**config.mk**
```make
export PLATFORM = sky130hd
export DESIGN_NAME = matmul_seq_ctrl_flat
export DESIGN_NICKNAME = d
export VERILOG_FILES = /design/src/rtl/matmul_pkg.sv /design/src/rtl/matmul_seq_ctrl_if.sv /design/src/rtl/matmul_operand_packer.sv /design/src/rtl/matmul_seq_ctrl.sv /design/src/flat_wrapper.sv
export SDC_FILE = /design/constraint.sdc
export NUM_CORES = 1
export LEC_CHECK = 0
export CAP_MARGIN = 20
export CORE_AREA = 4 4 324 326
export CTS_CLUSTER_DIAMETER = 50
export DETAILED_ROUTE_END_ITERATION = 8
export DIE_AREA = 0 0 328 330
export HOLD_SLACK_MARGIN = 0.03
export PLACE_DENSITY = 0.61
export SLEW_MARGIN = 20
export SYNTH_ARGS = -nofsm -noshare
export SYNTH_HDL_FRONTEND = slang
export SYNTH_SLANG_ARGS = --single-unit
```
**constraint.sdc**
```tcl
create_clock -name clk -period 6.6 [get_ports clk]
set_input_delay 0.99 -clock clk [delete_from_list [all_inputs] [get_ports clk]]
set_output_delay 0.99 -clock clk [all_outputs]
set_load 0.02 [all_outputs]
```
**src/rtl/matmul_pkg.sv**
```systemverilog
// Shared constants, state encoding and slicing helpers for the matrix multiplier sequencer.
package matmul_pkg;

    localparam int DATA_W = 16;
    localparam int MAX_N  = 4;
    localparam int FLAT_W = MAX_N * MAX_N * DATA_W;
    localparam int IDX_W  = 4;

    typedef logic [2:0] state_t;

    localparam state_t ST_IDLE   = 3'd0;
    localparam state_t ST_LOAD_A = 3'd1;
    localparam state_t ST_LOAD_B = 3'd2;
    localparam state_t ST_LAUNCH = 3'd3;
    localparam state_t ST_WAIT   = 3'd4;
    localparam state_t ST_DRAIN  = 3'd5;

    // Top bit of operand element k; operands are packed MSB-first into the flat bus.
    function automatic logic [7:0] elem_msb_off(input logic [IDX_W-1:0] k);
        int off;
        off = FLAT_W - 1 - DATA_W * int'(k);
        return off[7:0];
    endfunction

    // Bottom bit of result element k for an n x n product; the multiplier packs results at the low end.
    function automatic logic [7:0] res_lsb_off(input logic [2:0] n, input logic [IDX_W-1:0] k);
        int off;
        off = (int'(n) * int'(n) - int'(k) - 1) * DATA_W;
        return off[7:0];
    endfunction

endpackage

```
**src/rtl/matmul_seq_ctrl_if.sv**
```systemverilog
// Host-side command, operand and result handshakes of the matrix multiplier sequencer.
interface matmul_seq_ctrl_if;
    import matmul_pkg::*;

    logic              cmd_valid;
    logic              cmd_ready;
    logic [3:0]        cmd_r1;
    logic [3:0]        cmd_c1;
    logic [3:0]        cmd_r2;
    logic [3:0]        cmd_c2;
    logic              in_valid;
    logic              in_ready;
    logic [DATA_W-1:0] in_data;
    logic              out_valid;
    logic              out_ready;
    logic [DATA_W-1:0] out_data;
    logic              out_last;
    logic              err;
    logic              busy;

    modport master (
        output cmd_valid, cmd_r1, cmd_c1, cmd_r2, cmd_c2, in_valid, in_data, out_ready,
        input  cmd_ready, in_ready, out_valid, out_data, out_last, err, busy
    );

    modport slave (
        input  cmd_valid, cmd_r1, cmd_c1, cmd_r2, cmd_c2, in_valid, in_data, out_ready,
        output cmd_ready, in_ready, out_valid, out_data, out_last, err, busy
    );

endinterface

```
**src/rtl/matmul_operand_packer.sv**
```systemverilog
// One operand matrix held as the multiplier's flat bus, with job-start clear and per-element write.
module matmul_operand_packer
    import matmul_pkg::*;
(
    input  logic              clk,
    input  logic              rst_n,
    input  logic              clr,
    input  logic              wr_en,
    input  logic [IDX_W-1:0]  wr_idx,
    input  logic [DATA_W-1:0] wr_data,
    output logic [FLAT_W-1:0] flat
);

    logic [FLAT_W-1:0] flat_r;

    // Clear at job start, otherwise drop each accepted element into its MSB-aligned slot.
    always_ff @(posedge clk or negedge rst_n) begin
        if (!rst_n) begin
            flat_r <= {FLAT_W{1'b0}};
        end else if (clr) begin
            flat_r <= {FLAT_W{1'b0}};
        end else if (wr_en) begin
            flat_r[elem_msb_off(wr_idx) -: DATA_W] <= wr_data;
        end else begin
            flat_r <= flat_r;
        end
    end

    assign flat = flat_r;

endmodule

```
**src/rtl/matmul_seq_ctrl.sv**
```systemverilog
// Sequencer: takes a square job command, loads A and B, pulses the multiplier, streams the product out.
module matmul_seq_ctrl
    import matmul_pkg::*;
#(
    parameter int MULT_WAIT = 2
) (
    input  logic              clk,
    input  logic              rst_n,
    matmul_seq_ctrl_if.slave  host,
    output logic [FLAT_W-1:0] mm_flat_1,
    output logic [FLAT_W-1:0] mm_flat_2,
    output logic [3:0]        mm_r1,
    output logic [3:0]        mm_c1,
    output logic [3:0]        mm_r2,
    output logic [3:0]        mm_c2,
    output logic              mm_readybit,
    input  logic [FLAT_W-1:0] mm_res
);

    localparam int WAIT_W = (MULT_WAIT < 2) ? 1 : $clog2(MULT_WAIT + 1);

    state_t             state_r, state_s;
    logic [2:0]         n_r, n_s;
    logic [IDX_W-1:0]   k_r, k_s;
    logic [WAIT_W-1:0]  wait_r, wait_s;
    logic [FLAT_W-1:0]  res_r;
    logic               mm_readybit_r;

    logic               cmd_ready_r;
    logic               in_ready_r;
    logic               out_valid_r;
    logic               out_last_r;
    logic [DATA_W-1:0]  out_data_r, out_data_s;
    logic               err_r;
    logic               busy_r;

    logic               clr_s, wr_a_s, wr_b_s, cap_s, err_s, tog_s;
    logic               cmd_fire_s, in_fire_s, out_fire_s, dims_ok_s;
    logic [4:0]         nn_s, last_idx_s;
    logic               k_last_s, out_last_s;

    assign cmd_fire_s = host.cmd_valid && cmd_ready_r;
    assign in_fire_s  = host.in_valid && in_ready_r;
    assign out_fire_s = out_valid_r && host.out_ready;
    assign dims_ok_s  = (host.cmd_r1 == host.cmd_c1) && (host.cmd_c1 == host.cmd_r2) &&
                        (host.cmd_r2 == host.cmd_c2) &&
                        (host.cmd_r1 >= 4'd2) && (host.cmd_r1 <= 4'd4);

    assign nn_s       = {2'b00, n_r} * {2'b00, n_r};
    assign last_idx_s = nn_s - 5'd1;
    assign k_last_s   = ({1'b0, k_r} == last_idx_s);
    assign out_last_s = (state_s == ST_DRAIN) && ({1'b0, k_s} == last_idx_s);

    // Next-state, counter and result-element selection for the job sequence.
    always_comb begin
        state_s    = state_r;
        n_s        = n_r;
        k_s        = k_r;
        wait_s     = wait_r;
        clr_s      = 1'b0;
        wr_a_s     = 1'b0;
        wr_b_s     = 1'b0;
        cap_s      = 1'b0;
        err_s      = 1'b0;
        tog_s      = 1'b0;
        out_data_s = out_data_r;
        case (state_r)
            ST_IDLE: begin
                if (cmd_fire_s && dims_ok_s) begin
                    n_s     = host.cmd_r1[2:0];
                    clr_s   = 1'b1;
                    k_s     = {IDX_W{1'b0}};
                    state_s = ST_LOAD_A;
                end else if (cmd_fire_s) begin
                    err_s = 1'b1;
                end else begin
                    state_s = ST_IDLE;
                end
            end
            ST_LOAD_A: begin
                if (in_fire_s) begin
                    wr_a_s = 1'b1;
                    if (k_last_s) begin
                        k_s     = {IDX_W{1'b0}};
                        state_s = ST_LOAD_B;
                    end else begin
                        k_s = k_r + 4'd1;
                    end
                end else begin
                    k_s = k_r;
                end
            end
            ST_LOAD_B: begin
                if (in_fire_s) begin
                    wr_b_s = 1'b1;
                    if (k_last_s) begin
                        k_s     = {IDX_W{1'b0}};
                        state_s = ST_LAUNCH;
                    end else begin
                        k_s = k_r + 4'd1;
                    end
                end else begin
                    k_s = k_r;
                end
            end
            ST_LAUNCH: begin
                // Any readybit edge makes the multiplier evaluate, so one flip per job.
                tog_s   = 1'b1;
                wait_s  = WAIT_W'(MULT_WAIT);
                state_s = ST_WAIT;
            end
            ST_WAIT: begin
                if (wait_r == {WAIT_W{1'b0}}) begin
                    cap_s      = 1'b1;
                    k_s        = {IDX_W{1'b0}};
                    out_data_s = mm_res[res_lsb_off(n_r, 4'd0) +: DATA_W];
                    state_s    = ST_DRAIN;
                end else begin
                    wait_s = wait_r - WAIT_W'(1);
                end
            end
            ST_DRAIN: begin
                if (out_fire_s && k_last_s) begin
                    k_s        = {IDX_W{1'b0}};
                    out_data_s = {DATA_W{1'b0}};
                    state_s    = ST_IDLE;
                end else if (out_fire_s) begin
                    k_s        = k_r + 4'd1;
                    out_data_s = res_r[res_lsb_off(n_r, k_r + 4'd1) +: DATA_W];
                end else begin
                    out_data_s = out_data_r;
                end
            end
            default: begin
                state_s = ST_IDLE;
            end
        endcase
    end

    // State, counters, captured result and all registered host/multiplier outputs.
    always_ff @(posedge clk or negedge rst_n) begin
        if (!rst_n) begin
            state_r       <= ST_IDLE;
            n_r           <= 3'd0;
            k_r           <= {IDX_W{1'b0}};
            wait_r        <= {WAIT_W{1'b0}};
            res_r         <= {FLAT_W{1'b0}};
            mm_readybit_r <= 1'b0;
            cmd_ready_r   <= 1'b1;
            in_ready_r    <= 1'b0;
            out_valid_r   <= 1'b0;
            out_last_r    <= 1'b0;
            out_data_r    <= {DATA_W{1'b0}};
            err_r         <= 1'b0;
            busy_r        <= 1'b0;
        end else begin
            state_r       <= state_s;
            n_r           <= n_s;
            k_r           <= k_s;
            wait_r        <= wait_s;
            res_r         <= cap_s ? mm_res : res_r;
            mm_readybit_r <= mm_readybit_r ^ tog_s;
            cmd_ready_r   <= (state_s == ST_IDLE);
            in_ready_r    <= (state_s == ST_LOAD_A) || (state_s == ST_LOAD_B);
            out_valid_r   <= (state_s == ST_DRAIN);
            out_last_r    <= out_last_s;
            out_data_r    <= out_data_s;
            err_r         <= err_s;
            busy_r        <= (state_s != ST_IDLE);
        end
    end

    matmul_operand_packer u_pack_a (
        .clk     (clk),
        .rst_n   (rst_n),
        .clr     (clr_s),
        .wr_en   (wr_a_s),
        .wr_idx  (k_r),
        .wr_data (host.in_data),
        .flat    (mm_flat_1)
    );

    matmul_operand_packer u_pack_b (
        .clk     (clk),
        .rst_n   (rst_n),
        .clr     (clr_s),
        .wr_en   (wr_b_s),
        .wr_idx  (k_r),
        .wr_data (host.in_data),
        .flat    (mm_flat_2)
    );

    assign mm_r1       = {1'b0, n_r};
    assign mm_c1       = {1'b0, n_r};
    assign mm_r2       = {1'b0, n_r};
    assign mm_c2       = {1'b0, n_r};
    assign mm_readybit = mm_readybit_r;

    assign host.cmd_ready = cmd_ready_r;
    assign host.in_ready  = in_ready_r;
    assign host.out_valid = out_valid_r;
    assign host.out_last  = out_last_r;
    assign host.out_data  = out_data_r;
    assign host.err       = err_r;
    assign host.busy      = busy_r;

endmodule
```
**src/flat_wrapper.sv**
```systemverilog
// flat-port wrapper written by rule: the top's interface ports become plain ports
module matmul_seq_ctrl_flat import matmul_pkg::*;
#(
    parameter int MULT_WAIT = 2
)
  (clk, rst_n, mm_flat_1, mm_flat_2, mm_r1, mm_c1, mm_r2, mm_c2, mm_readybit, mm_res, host_cmd_valid, host_cmd_r1, host_cmd_c1, host_cmd_r2, host_cmd_c2, host_in_valid, host_in_data, host_out_ready, host_cmd_ready, host_in_ready, host_out_valid, host_out_data, host_out_last, host_err, host_busy);
  matmul_seq_ctrl_if host_i ();
  input  logic clk;
  input  logic rst_n;
  output logic [FLAT_W-1:0] mm_flat_1;
  output logic [FLAT_W-1:0] mm_flat_2;
  output logic [3:0] mm_r1;
  output logic [3:0] mm_c1;
  output logic [3:0] mm_r2;
  output logic [3:0] mm_c2;
  output logic mm_readybit;
  input  logic [FLAT_W-1:0] mm_res;
  input wire logic [$bits(host_i.cmd_valid)-1:0] host_cmd_valid;
  input wire logic [$bits(host_i.cmd_r1)-1:0] host_cmd_r1;
  input wire logic [$bits(host_i.cmd_c1)-1:0] host_cmd_c1;
  input wire logic [$bits(host_i.cmd_r2)-1:0] host_cmd_r2;
  input wire logic [$bits(host_i.cmd_c2)-1:0] host_cmd_c2;
  input wire logic [$bits(host_i.in_valid)-1:0] host_in_valid;
  input wire logic [$bits(host_i.in_data)-1:0] host_in_data;
  input wire logic [$bits(host_i.out_ready)-1:0] host_out_ready;
  output wire logic [$bits(host_i.cmd_ready)-1:0] host_cmd_ready;
  output wire logic [$bits(host_i.in_ready)-1:0] host_in_ready;
  output wire logic [$bits(host_i.out_valid)-1:0] host_out_valid;
  output wire logic [$bits(host_i.out_data)-1:0] host_out_data;
  output wire logic [$bits(host_i.out_last)-1:0] host_out_last;
  output wire logic [$bits(host_i.err)-1:0] host_err;
  output wire logic [$bits(host_i.busy)-1:0] host_busy;
  assign host_i.cmd_valid = host_cmd_valid;
  assign host_i.cmd_r1 = host_cmd_r1;
  assign host_i.cmd_c1 = host_cmd_c1;
  assign host_i.cmd_r2 = host_cmd_r2;
  assign host_i.cmd_c2 = host_cmd_c2;
  assign host_i.in_valid = host_in_valid;
  assign host_i.in_data = host_in_data;
  assign host_i.out_ready = host_out_ready;
  assign host_cmd_ready = host_i.cmd_ready;
  assign host_in_ready = host_i.in_ready;
  assign host_out_valid = host_i.out_valid;
  assign host_out_data = host_i.out_data;
  assign host_out_last = host_i.out_last;
  assign host_err = host_i.err;
  assign host_busy = host_i.busy;
  matmul_seq_ctrl #(.MULT_WAIT(MULT_WAIT)) u_core (.clk(clk), .rst_n(rst_n), .host(host_i), .mm_flat_1(mm_flat_1), .mm_flat_2(mm_flat_2), .mm_r1(mm_r1), .mm_c1(mm_c1), .mm_r2(mm_r2), .mm_c2(mm_c2), .mm_readybit(mm_readybit), .mm_res(mm_res));
endmodule
```
==> results of run 1 <==
==> cell usage in the layout, fill, tap and decap left out, types with 5 or more instances in the layout <==
master and n:
sky130_fd_sc_hd__nand3_1 241, sky130_fd_sc_hd__clkinv_4 5, sky130_fd_sc_hd__a31oi_1 5, sky130_fd_sc_hd__dfrtp_1 799
sky130_fd_sc_hd__clkbuf_1 13, sky130_fd_sc_hd__mux2i_1 64, sky130_fd_sc_hd__a211oi_1 34, sky130_fd_sc_hd__nand4_1 8
sky130_fd_sc_hd__mux2_2 257, sky130_fd_sc_hd__buf_12 6, sky130_fd_sc_hd__nor2_1 268, sky130_fd_sc_hd__inv_1 11
sky130_fd_sc_hd__nand2_1 279, sky130_fd_sc_hd__clkbuf_16 105, sky130_fd_sc_hd__nand3_2 11, sky130_fd_sc_hd__inv_6 8
sky130_fd_sc_hd__clkdlybuf4s50_1 838, sky130_fd_sc_hd__o21ai_0 397, sky130_fd_sc_hd__clkinvlp_4 9, sky130_fd_sc_hd__clkbuf_8 17
sky130_fd_sc_hd__buf_4 36, sky130_fd_sc_hd__diode_2 11, sky130_fd_sc_hd__nor2b_1 24, sky130_fd_sc_hd__ha_1 9
sky130_fd_sc_hd__a32o_1 5, sky130_fd_sc_hd__bufinv_16 14, sky130_fd_sc_hd__clkinv_2 12, sky130_fd_sc_hd__mux4_2 64
sky130_fd_sc_hd__a21oi_1 153
==> flip-flops by register name, summed over array words and instances (netlist names) <==
name / cells
u_core.res_r: 256
u_core.u_pack_a.flat: 256
u_core.u_pack_b.flat: 256
u_core.host.out_data: 16
u_core.k_r: 4
u_core.n_r: 3
u_core.state_r: 3
u_core.wait_r: 2
u_core.host.busy: 1
u_core.host.cmd_ready: 1
u_core.host.err: 1
u_core.host.in_ready: 1
u_core.host.out_last: 1
u_core.host.out_valid: 1
u_core.mm_readybit: 1
==> power groups by stage <==
stage / Clock, mW / Sequential (mW) / Combinational, mW
floorplan: 0 / 5.26 / 0.912
global placement: 0 / 5.27 / 1.92
detailed placement: 0 / 5.28 / 1.93
CTS: 6.06 / 5.19 / 1.94
global route: 6.27 / 5.21 / 2.03
finish: 5.95 / 5.19 / 1.90
==> worst paths after layout <==
kind                                    startpoint                         to  slack (ps)  cells past startpoint
max in group asynchronous                    rst_n           u_core.res_r[88]        4620                      2
min in group clk                u_core.mm_readybit         u_core.mm_readybit         470                      1
worst max-delay path                host_cmd_r1[0]   u_core.u_pack_a.flat[94]        2220                      9
worst max register to register       u_core.k_r[0]   u_core.host.out_data[14]        2370                     10
worst min register to register  u_core.mm_readybit         u_core.mm_readybit         470                      1
worst min-delay path                         rst_n  u_core.u_pack_b.flat[110]         350                      1
==> logic make-up after synthesis <==
family,Yosys count,share of synthesized area [%]
AO/OA/AOI/OAI,625,10.1
XOR/XNOR,8,0.296
adder cells (fa/ha/maj),12,0.442
buffers and inverters,233,2.82
flip-flops,803,60.1
multiplexers,385,14.9
other,1,0.0112
AND/OR/NAND/NOR,871,11.3
==> per-layer routing <==
metal,vias up,routed length [um],track usage (%)
li1,11900,-,-
met1,13700,53000,29.7
met2,1146,65400,40.4
met3,242,11900,7.45
met4,20,5710,9.98
met5,-,117,0
==> area by class of cell <==
class | instances | area (um^2)
Clock buffer | 135 | 2910
Sequential cell | 803 | 20100
Multi-Input combinational cell | 1905 | 12500
Timing Repair Buffer | 883 | 8830
Antenna cell | 11 | 27.5
Inverter | 11 | 41.3
Tap cell | 1368 | 1710
Fill cell | 9468 | 54900
Clock inverter | 52 | 716
==> through the flow <==
step	utilization, %	hold slack, ps	power, mW	area, um^2
after floorplan	-	475	6.18	33400
after global placement	42.4	462	7.19	43100
after detailed placement	42.4	463	7.21	43100
after CTS	46.0	352	13.2	46800
after global routing	46.1	380	13.5	46900
final	46.1	352	13.0	46900
==> worst max-delay path: stages <==
cell and delay [ps]:
sky130_fd_sc_hd__clkdlybuf4s50_1 530, sky130_fd_sc_hd__or4bb_1 530, sky130_fd_sc_hd__a222oi_1 710, sky130_fd_sc_hd__buf_4 250, sky130_fd_sc_hd__nand4_1 370, sky130_fd_sc_hd__buf_4 330
sky130_fd_sc_hd__nand2b_1 340, sky130_fd_sc_hd__nand3_1 520, sky130_fd_sc_hd__o21ai_0 350
==> impl_metrics.xml, run 1 <==
<?xml version="1.0" encoding="UTF-8"?>
<metrics>
  <group name="die">
    <metric name="die_width" unit="um">328</metric>
    <metric name="rows" unit="">117</metric>
    <metric name="core" unit="um^2">102000</metric>
    <metric name="die_span_y" unit="um">330</metric>
    <metric name="initial_utilization" unit="%">32.8</metric>
    <metric name="pin_count" unit="">844</metric>
    <metric name="die_area" unit="um^2">108000</metric>
  </group>
  <group name="synthesis">
    <metric name="synth_flop_cell" unit="">sky130_fd_sc_hd__dfrtp_1</metric>
    <metric name="postSynth.asyncResetShare" unit="%">100</metric>
    <metric name="post_synthesis_cell_count" unit="">2938</metric>
    <metric name="number_of_enable_type_register_cells_in_the_synthesized_netlist" unit="">0</metric>
    <metric name="yosysMostFrequentCell" unit="">sky130_fd_sc_hd__dfrtp_1</metric>
    <metric name="ys_types" unit="">64</metric>
    <metric name="synth_top_cell_by_area" unit="">sky130_fd_sc_hd__dfrtp_1</metric>
    <metric name="netlist_top_cells_area" unit="">sky130_fd_sc_hd__dfrtp_1, sky130_fd_sc_hd__mux2_2, sky130_fd_sc_hd__o21ai_0</metric>
    <metric name="synth-seq-cells" unit="">803</metric>
    <metric name="post_synth_instance_area" unit="um^2">33400</metric>
    <metric name="yosys_warnings" unit="">0</metric>
    <metric name="synth.yosys.seq_area_share" unit="%">60.1</metric>
    <metric name="synth.avg_cell_area" unit="um^2">11.4</metric>
    <metric name="synth_top_area_share" unit="%">60.1</metric>
    <metric name="yosys-top-cells-count" unit="">sky130_fd_sc_hd__dfrtp_1, sky130_fd_sc_hd__o21ai_0, sky130_fd_sc_hd__nand2_1</metric>
  </group>
  <group name="power_and_ir_drop">
    <metric name="combinationalPowerShare" unit="%">14.5</metric>
    <metric name="clockPowerShare" unit="%">45.7</metric>
    <metric name="sw_frac_of_total" unit="%">27.2</metric>
    <metric name="intPower" unit="mW">9.49</metric>
    <metric name="ir_worst_vdd" unit="V">0.000189</metric>
    <metric name="share_seq_of_total_power" unit="%">39.8</metric>
    <metric name="power_density" unit="nW/um^2">278</metric>
    <metric name="p_leak" unit="nW">19.5</metric>
    <metric name="power.switching" unit="mW">3.55</metric>
  </group>
  <group name="route">
    <metric name="detail_route.wl_per_cell" unit="um">26.3</metric>
    <metric name="drt_first_iter_violations" unit="">2242</metric>
    <metric name="routed_wirelength" unit="um">136000</metric>
    <metric name="first_pass_iters" unit="">5</metric>
    <metric name="antenna_violating_nets_post_route" unit="">0</metric>
    <metric name="vias_per_cell" unit="">5.22</metric>
    <metric name="drc" unit="">0</metric>
    <metric name="vias" unit="">27000</metric>
  </group>
  <group name="timing">
    <metric name="timing.fmax" unit="MHz">228</metric>
    <metric name="timing.final.crit_period" unit="ps">4380</metric>
    <metric name="timing.final.setup_violations" unit="">0</metric>
    <metric name="hold_viol" unit="">0</metric>
    <metric name="grt_setup_unrepaired" unit="">false</metric>
    <metric name="final-max-slew-violation-count" unit="">0</metric>
    <metric name="clock_skew" unit="ps">33.5</metric>
    <metric name="period_share" unit="%">66.3</metric>
    <metric name="timing_worst_slew_pin_value" unit="ps">1130</metric>
    <metric name="worst_slew_margin_relative_to_its_limit" unit="%">24.5</metric>
    <metric name="fin_tns_setup" unit="ps">0</metric>
    <metric name="slack_of_the_critical_path" unit="ps">2220</metric>
  </group>
  <group name="flow_run">
    <metric name="max-cap-violations" unit="">0</metric>
  </group>
  <group name="clocking">
    <metric name="ctsHtreeMaxLevel" unit="">3</metric>
    <metric name="tritoncts_clock_tree" unit="">built</metric>
    <metric name="clkSlewWorstSetupHoldPaths" unit="ps">60</metric>
    <metric name="cts_root_buffer" unit="">sky130_fd_sc_hd__clkbuf_16</metric>
    <metric name="holdBufCountCts" unit="">0</metric>
    <metric name="cts.repair.resized" unit="">0</metric>
    <metric name="numCtsBuffers" unit="">103</metric>
    <metric name="post_cts.repair.setup_buffers" unit="">0</metric>
    <metric name="cts-root-to-sink-buffers" unit="">3</metric>
    <metric name="latest_clock_arrival_within_the_worst_skew_pair" unit="ps">680</metric>
    <metric name="clock_sinks" unit="">803</metric>
  </group>
  <group name="run_status">
    <metric name="outcome" unit="">finished clean</metric>
  </group>
  <group name="place">
    <metric name="dpl.hpwl" unit="um">99900</metric>
    <metric name="gpl.final_weighted_congestion" unit="">0.863</metric>
    <metric name="io_buffer_count" unit="">839</metric>
    <metric name="placedCellCount" unit="">4969</metric>
    <metric name="preCtsSetupSlack" unit="ps">1470</metric>
  </group>
  <group name="min_path">
    <metric name="hold_path.class" unit="">input pin to async pin</metric>
  </group>
  <group name="critical_path">
    <metric name="critPathRequiredTime" unit="ps">7180</metric>
    <metric name="cp-end-kind" unit="">register</metric>
    <metric name="startpoint_type" unit="">input pin</metric>
    <metric name="cp_max_fo" unit="">16</metric>
    <metric name="crit_type" unit="">input pin to register</metric>
    <metric name="crit_arrival" unit="ps">4950</metric>
  </group>
  <group name="grt">
    <metric name="via_count_of_the_first_global_routing_pass" unit="">26500</metric>
    <metric name="overflow" unit="">0</metric>
    <metric name="grt_max_degree" unit="">172</metric>
    <metric name="antenna_found_initial" unit="">28</metric>
    <metric name="gr-usage-all-layers" unit="%">24.3</metric>
    <metric name="grt_first_pass_wirelength" unit="um">193000</metric>
  </group>
  <group name="layout">
    <metric name="final-instance-count-excl-fill" unit="">5168</metric>
    <metric name="area_growth_syn_to_fin" unit="%">40.3</metric>
    <metric name="nNetsFinal" unit="">4011</metric>
    <metric name="post_route_cells_drive_above_1_share" unit="%">15.3</metric>
  </group>
</metrics>
Note: power is estimated with default switching activity, not from simulation.
==> run 2, diff against run 1 <==
Settings changed: CORE_AREA 4 4 324 326 to 4 4 327 329, DIE_AREA 0 0 328 330 to 0 0 331 333, PLACE_DENSITY 0.61 to 0.6.
Clock period 6.6 ns to 4.2 ns, I/O delays scaled along.
==> run 2 against run 1 <==
  * Setup slack worse by 1500 ps
  * Clock skew shrank 11 ps
  * Final cell count increased by 2.7%
  * Critical path depth stayed put
  * Via count fell by 0.37%
  * Critical path type is now register to register
==> impl_metrics.xml, run 2 (synthesis gave the netlist of run 1 again) <==
<?xml version="1.0" encoding="UTF-8"?>
<metrics>
  <group name="run_status">
    <metric name="outcome" unit="">finished clean</metric>
  </group>
  <group name="critical_path">
    <metric name="cp-end-kind" unit="">register</metric>
    <metric name="crit_type" unit="">register to register</metric>
    <metric name="worst_r2r_path_depth" unit="">9</metric>
    <metric name="crit-reg2reg-launch" unit="">u_core.n_r[0]</metric>
    <metric name="crit_arrival" unit="ps">4060</metric>
    <metric name="worst_r2r_endpoint" unit="">u_core.host.out_last</metric>
    <metric name="reg2reg_slack" unit="ps">720</metric>
    <metric name="cp_max_fo" unit="">20</metric>
    <metric name="critPathRequiredTime" unit="ps">4780</metric>
    <metric name="startpoint_type" unit="">register</metric>
  </group>
  <group name="clocking">
    <metric name="latest_clock_arrival_within_the_worst_skew_pair" unit="ps">680</metric>
    <metric name="cts.repair.resized" unit="">0</metric>
    <metric name="numCtsBuffers" unit="">104</metric>
    <metric name="cts_root_buffer" unit="">sky130_fd_sc_hd__clkbuf_16</metric>
    <metric name="clock_sinks" unit="">803</metric>
    <metric name="ctsHtreeMaxLevel" unit="">3</metric>
    <metric name="cts-root-to-sink-buffers" unit="">3</metric>
    <metric name="tritoncts_clock_tree" unit="">built</metric>
    <metric name="clkSlewWorstSetupHoldPaths" unit="ps">60</metric>
  </group>
  <group name="min_path">
    <metric name="min_delay_worst_endpoint" unit="">u_core.u_pack_b.flat[1]</metric>
    <metric name="hold_path.class" unit="">register to register</metric>
    <metric name="timing.hold.worst_path_depth" unit="">2</metric>
    <metric name="holdCritStartpoint" unit="">u_core.u_pack_b.flat[1]</metric>
  </group>
  <group name="power_and_ir_drop">
    <metric name="power.switching" unit="mW">5.73</metric>
    <metric name="intPower" unit="mW">15.0</metric>
    <metric name="share_seq_of_total_power" unit="%">39.0</metric>
    <metric name="ir_worst_vdd" unit="V">0.000327</metric>
    <metric name="combinationalPowerShare" unit="%">16.0</metric>
    <metric name="power_density" unit="nW/um^2">429</metric>
    <metric name="clockPowerShare" unit="%">44.9</metric>
    <metric name="sw_frac_of_total" unit="%">27.6</metric>
    <metric name="p_leak" unit="nW">20.3</metric>
  </group>
  <group name="die">
    <metric name="die_area" unit="um^2">110000</metric>
    <metric name="rows" unit="">118</metric>
    <metric name="pin_count" unit="">844</metric>
    <metric name="die_span_y" unit="um">333</metric>
    <metric name="die_width" unit="um">331</metric>
    <metric name="initial_utilization" unit="%">32.3</metric>
    <metric name="core" unit="um^2">103000</metric>
  </group>
  <group name="grt">
    <metric name="grt_first_pass_wirelength" unit="um">194000</metric>
    <metric name="overflow" unit="">0</metric>
    <metric name="antenna_found_initial" unit="">16</metric>
    <metric name="via_count_of_the_first_global_routing_pass" unit="">26800</metric>
    <metric name="grt_max_degree" unit="">106</metric>
    <metric name="gr-usage-all-layers" unit="%">24.0</metric>
  </group>
  <group name="layout">
    <metric name="ff_latch_area" unit="um^2">20100</metric>
    <metric name="area_growth_syn_to_fin" unit="%">44.9</metric>
    <metric name="multi_input_area" unit="um^2">12500</metric>
    <metric name="nNetsFinal" unit="">4134</metric>
    <metric name="final_cell_mix" unit="">sky130_fd_sc_hd__clkdlybuf4s50_1, sky130_fd_sc_hd__dfrtp_1, sky130_fd_sc_hd__o21ai_0</metric>
    <metric name="n_fill_cell" unit="">9606</metric>
    <metric name="layout.cells.most_common" unit="">sky130_fd_sc_hd__clkdlybuf4s50_1</metric>
    <metric name="post_route_cells_drive_above_1_share" unit="%">17.7</metric>
    <metric name="stdcell_area" unit="um^2">48400</metric>
  </group>
  <group name="route">
    <metric name="first_pass_iters" unit="">7</metric>
    <metric name="vias_per_cell" unit="">5.06</metric>
    <metric name="antenna_violating_nets_post_route" unit="">0</metric>
    <metric name="routed_wirelength" unit="um">136000</metric>
    <metric name="detail_route.wl_per_cell" unit="um">25.7</metric>
    <metric name="drc" unit="">0</metric>
    <metric name="vias" unit="">26900</metric>
    <metric name="drt_first_iter_violations" unit="">1954</metric>
  </group>
  <group name="place">
    <metric name="dpl.hpwl" unit="um">102000</metric>
    <metric name="gpl.final_weighted_congestion" unit="">0.852</metric>
    <metric name="io_buffer_count" unit="">839</metric>
    <metric name="placed_cell_area" unit="um^2">44700</metric>
  </group>
  <group name="timing">
    <metric name="worst_slew_margin_relative_to_its_limit" unit="%">27.0</metric>
    <metric name="timing.final.setup_violations" unit="">0</metric>
    <metric name="timing_worst_slew_pin_value" unit="ps">1090</metric>
    <metric name="period_share" unit="%">82.9</metric>
    <metric name="fin_tns_setup" unit="ps">0</metric>
    <metric name="final-max-slew-violation-count" unit="">0</metric>
    <metric name="grt_setup_unrepaired" unit="">false</metric>
    <metric name="timing.final.crit_period" unit="ps">3480</metric>
    <metric name="hold_viol" unit="">0</metric>
    <metric name="timing.fmax" unit="MHz">287</metric>
    <metric name="clock_skew" unit="ps">23.0</metric>
  </group>
  <group name="flow_run">
    <metric name="max-cap-violations" unit="">0</metric>
  </group>
</metrics>
## run 2: changes by cell type in the layout (fill, tap and decap cells not counted), sizes merged
cell | before | now
dlygate4sd3 | 0 | 1
inv | 23 | 27
clkinvlp | 9 | 6
diode | 11 | 7
buf | 45 | 166
clkbuf | 135 | 134
bufinv | 14 | 12
clkinv | 17 | 26
## run 2: area by class of cell
class                      count  area share [%]
antenna                        7          0.0362
clock buffer                 134            5.96
clock inverter                60            1.56
inverter                      11          0.0853
multi-input combinational   1905            25.8
sequential                   803            41.5
tap                         1380            3.57
timing repair buffer        1005            21.5
## run 2: repair_timing
action / 4_1_cts / 5_1_grt
setup buffers: 0 / 0
hold buffers: 1 / 0
endpoints found under the hold margin: 67 / 0
## run 2: power groups by stage
stage / combinational, mW / clock [mW] / sequential (mW)
2_1_floorplan: 1.43 / 0 / 8.27
3_3_place_gp: 3.35 / 0 / 8.23
3_5_place_dp: 3.37 / 0 / 8.23
4_1_cts: 3.38 / 9.53 / 8.10
5_1_grt: 3.52 / 9.85 / 8.12
6_report: 3.33 / 9.33 / 8.10
## run 2: critical path: stages (launching register included)
cell and delay (ps):
sky130_fd_sc_hd__dfrtp_2 740, sky130_fd_sc_hd__and3_1 260, sky130_fd_sc_hd__ha_1 310, sky130_fd_sc_hd__xnor3_1 360, sky130_fd_sc_hd__o311a_1 130, sky130_fd_sc_hd__nand4_1 250, sky130_fd_sc_hd__o21a_1 750, sky130_fd_sc_hd__or2_2 270
sky130_fd_sc_hd__nand4_1 120, sky130_fd_sc_hd__a211oi_2 180
## run 2: worst max path at each step
stage	depth (start not counted)	from	endpoint	slack (ps)
3_3_place_gp	10	host_cmd_r1[3]	u_core.u_pack_b.flat[214]	370
2_1_floorplan	12	u_core.n_r[1]	u_core.host.out_last	470
5_1_grt	9	u_core.n_r[0]	u_core.host.out_last	540
3_5_place_dp	10	host_cmd_r1[3]	u_core.u_pack_b.flat[214]	340
4_1_cts	10	u_core.k_r[0]	u_core.host.out_data[0]	580
6_report	9	u_core.n_r[0]	u_core.host.out_last	720
## run 2: metrics by stage
step / util [%] / hold WS, ps / power [mW] / setup WS, ps / std cells
after global placement: 43.2 / 458 / 11.6 / 367 / 5101
after floorplan: - / 334 / 9.71 / 470 / 2941
after global routing: 46.8 / 498 / 21.5 / 542 / 5298
after detailed placement: 43.2 / 469 / 11.6 / 343 / 5101
after CTS: 46.7 / 481 / 21.0 / 579 / 5296
final: 46.8 / 479 / 20.8 / 717 / 5305
## run 2: layer usage
layer	routed length [um]	global-route usage (%)	share of wire [%]
met1	52200	28.6	38
met2	67000	41.0	49
met3	12000	7.48	8.8
met4	4920	8.41	3.6
met5	93	0	0.068
==> run 3, diff against run 2 <==
Clock period 4.2 ns to 3.3 ns, I/O delays scaled along.
==> run 3 against run 2 <==
  * Hold slack worse by 300 ps
  * Largest power group unchanged
  * Total power is 25% higher
  * Sequential power is 27% higher
  * Combinational power is 34% higher
  * Clock power is 19% higher
==> impl_metrics.xml, run 3 (synthesis gave the netlist of run 1 again) <==
<?xml version="1.0" encoding="UTF-8"?>
<metrics>
  <group name="run_status">
    <metric name="outcome" unit="">finished clean</metric>
  </group>
  <group name="die">
    <metric name="die_area" unit="um^2">110000</metric>
    <metric name="die_width" unit="um">331</metric>
    <metric name="pin_count" unit="">844</metric>
    <metric name="initial_utilization" unit="%">32.3</metric>
    <metric name="die_span_y" unit="um">333</metric>
    <metric name="rows" unit="">118</metric>
    <metric name="core" unit="um^2">103000</metric>
  </group>
  <group name="power_and_ir_drop">
    <metric name="power.total" unit="mW">25.9</metric>
    <metric name="intPower" unit="mW">18.6</metric>
    <metric name="ir_worst_vdd" unit="V">0.000459</metric>
    <metric name="clockPowerShare" unit="%">43.0</metric>
    <metric name="power.switching" unit="mW">7.26</metric>
    <metric name="share_seq_of_total_power" unit="%">39.8</metric>
    <metric name="combinationalPowerShare" unit="%">17.2</metric>
    <metric name="power_density" unit="nW/um^2">533</metric>
    <metric name="sw_frac_of_total" unit="%">28.0</metric>
    <metric name="p_leak" unit="nW">20.4</metric>
  </group>
  <group name="layout">
    <metric name="final_cell_mix" unit="">sky130_fd_sc_hd__clkdlybuf4s50_1, sky130_fd_sc_hd__dfrtp_1, sky130_fd_sc_hd__o21ai_0</metric>
    <metric name="layout.cells.most_common" unit="">sky130_fd_sc_hd__clkdlybuf4s50_1</metric>
    <metric name="area_growth_syn_to_fin" unit="%">45.4</metric>
    <metric name="fin_util" unit="%">47.0</metric>
    <metric name="nNetsFinal" unit="">4166</metric>
    <metric name="post_route_cells_drive_above_1_share" unit="%">18.2</metric>
  </group>
  <group name="timing">
    <metric name="clock_skew" unit="ps">29.8</metric>
    <metric name="slack_of_the_critical_path" unit="ps">185</metric>
    <metric name="worst_slew_margin_relative_to_its_limit" unit="%">35.0</metric>
    <metric name="timing.fmax" unit="MHz">321</metric>
    <metric name="fin_tns_setup" unit="ps">0</metric>
    <metric name="grt_setup_unrepaired" unit="">false</metric>
    <metric name="hold_viol" unit="">0</metric>
    <metric name="timing_worst_slew_pin_value" unit="ps">971</metric>
    <metric name="final-max-slew-violation-count" unit="">0</metric>
    <metric name="period_share" unit="%">94.4</metric>
    <metric name="timing.final.setup_violations" unit="">0</metric>
    <metric name="timing.final.crit_period" unit="ps">3110</metric>
    <metric name="final.hold.worst_slack" unit="ps">184</metric>
  </group>
  <group name="clocking">
    <metric name="clkSlewWorstSetupHoldPaths" unit="ps">60</metric>
    <metric name="cts_root_buffer" unit="">sky130_fd_sc_hd__clkbuf_16</metric>
    <metric name="ctsHtreeMaxLevel" unit="">3</metric>
    <metric name="cts-root-to-sink-buffers" unit="">3</metric>
    <metric name="latest_clock_arrival_within_the_worst_skew_pair" unit="ps">700</metric>
    <metric name="clock_sinks" unit="">803</metric>
    <metric name="post_cts.repair.setup_buffers" unit="">0</metric>
    <metric name="numCtsBuffers" unit="">103</metric>
    <metric name="tritoncts_clock_tree" unit="">built</metric>
  </group>
  <group name="critical_path">
    <metric name="cp_max_fo" unit="">9</metric>
    <metric name="crit_type" unit="">input pin to register</metric>
    <metric name="reg2reg_slack" unit="ps">230</metric>
    <metric name="crit_arrival" unit="ps">3650</metric>
    <metric name="startpoint_type" unit="">input pin</metric>
    <metric name="cp-end-kind" unit="">register</metric>
    <metric name="critPathRequiredTime" unit="ps">3830</metric>
  </group>
  <group name="route">
    <metric name="drc" unit="">0</metric>
    <metric name="drt_first_iter_violations" unit="">1844</metric>
    <metric name="detail_route.wl_per_cell" unit="um">25.7</metric>
    <metric name="routed_wirelength" unit="um">137000</metric>
    <metric name="vias" unit="">27200</metric>
    <metric name="antenna_violating_nets_post_route" unit="">0</metric>
    <metric name="vias_per_cell" unit="">5.09</metric>
    <metric name="first_pass_iters" unit="">5</metric>
  </group>
  <group name="grt">
    <metric name="overflow" unit="">0</metric>
    <metric name="grt_first_pass_wirelength" unit="um">195000</metric>
    <metric name="grt_max_degree" unit="">79</metric>
    <metric name="gr-usage-all-layers" unit="%">24.2</metric>
    <metric name="antenna_found_initial" unit="">22</metric>
    <metric name="via_count_of_the_first_global_routing_pass" unit="">27100</metric>
  </group>
  <group name="place">
    <metric name="preCtsSetupSlack" unit="ps">-714</metric>
    <metric name="dpl.hpwl" unit="um">103000</metric>
    <metric name="gpl.final_weighted_congestion" unit="">0.854</metric>
    <metric name="io_buffer_count" unit="">839</metric>
  </group>
  <group name="flow_run">
    <metric name="max-cap-violations" unit="">0</metric>
  </group>
  <group name="min_path">
    <metric name="hold_path.class" unit="">input pin to register</metric>
  </group>
</metrics>
==> run 3: cell count changes in the layout (fill, tap and decap cells not counted), sizes merged <==
cell / change
diode: +6
bufinv: -6
inv: +2
clkbuf: +2
buf: +32
clkdlybuf4s50: -2
clkinv: -4
dlymetal6s2s: +2
==> run 3: worst max-delay path, cell delays in order <==
cell	delay, ps
sky130_fd_sc_hd__clkdlybuf4s50_1	510
sky130_fd_sc_hd__or4bb_1	480
sky130_fd_sc_hd__a222oi_1	620
sky130_fd_sc_hd__buf_4	260
sky130_fd_sc_hd__buf_4	110
sky130_fd_sc_hd__nand4_1	210
sky130_fd_sc_hd__buf_6	240
sky130_fd_sc_hd__nand2_2	80
sky130_fd_sc_hd__nor2_2	70
sky130_fd_sc_hd__clkbuf_16	200
sky130_fd_sc_hd__nand2_1	110
sky130_fd_sc_hd__buf_12	150
sky130_fd_sc_hd__o21ai_0	100
==> run 3: area by class of cell <==
type	instances	area [um^2]
multi-input cells	1905	12500
diodes	13	32.5
fillers	9645	54900
clock inverters	52	571
flip-flops and latches	803	20100
clock buffers	135	2820
repair buffers	1038	10800
inverters	11	41.3
well taps	1380	1730
==> run 3: repair_timing <==
| action | in CTS | in global routing |
|---|---|---|
| setup endpoints to repair | 0 | 205 |
| hold buffers | 1 | 0 |
| hold endpoints to repair | 46 | 0 |
| gates resized for setup | 0 | 7 |
==> run 3: metrics by stage <==
step                std cells  instance area (um^2)
CTS                      5323                 48500
global route             5329                 48600
global placement         5135                 45100
finish                   5337                 48600
detailed placement       5135                 45100
floorplan                2941                 33500
==> run 3: per-layer routing <==
metal | track usage [%] | part of all wire (%) | up-vias
li1 | - | - | 12200
met4 | 11.7 | 5.5 | 16
met5 | 0 | 0.073 | -
met1 | 28.4 | 38 | 13500
met3 | 8.19 | 8.9 | 278
met2 | 39.8 | 48 | 1108
==> run 3: worst paths after layout <==
path                                                start                        end  cells past startpoint
worst max-delay path                       host_cmd_c1[2]  u_core.u_pack_a.flat[156]                     13
worst min-delay path                       host_cmd_r1[1]              u_core.n_r[1]                      3
worst max register to register              u_core.k_r[0]   u_core.host.out_data[15]                     10
worst min register to register  u_core.u_pack_b.flat[136]  u_core.u_pack_b.flat[136]                      2
max in group asynchronous                           rst_n           u_core.res_r[88]                      3
min in group asynchronous                           rst_n  u_core.u_pack_b.flat[233]                      2
==> run 3: power groups by stage <==
stage | logic (mW) | registers, mW | clock network, mW
after floorplan | 1.82 | 10.5 | 0
after global routing | 4.73 | 10.3 | 11.8
final | 4.45 | 10.3 | 11.1
after detailed placement | 4.51 | 10.5 | 0
after global placement | 4.50 | 10.5 | 0
after CTS | 4.52 | 10.3 | 11.4
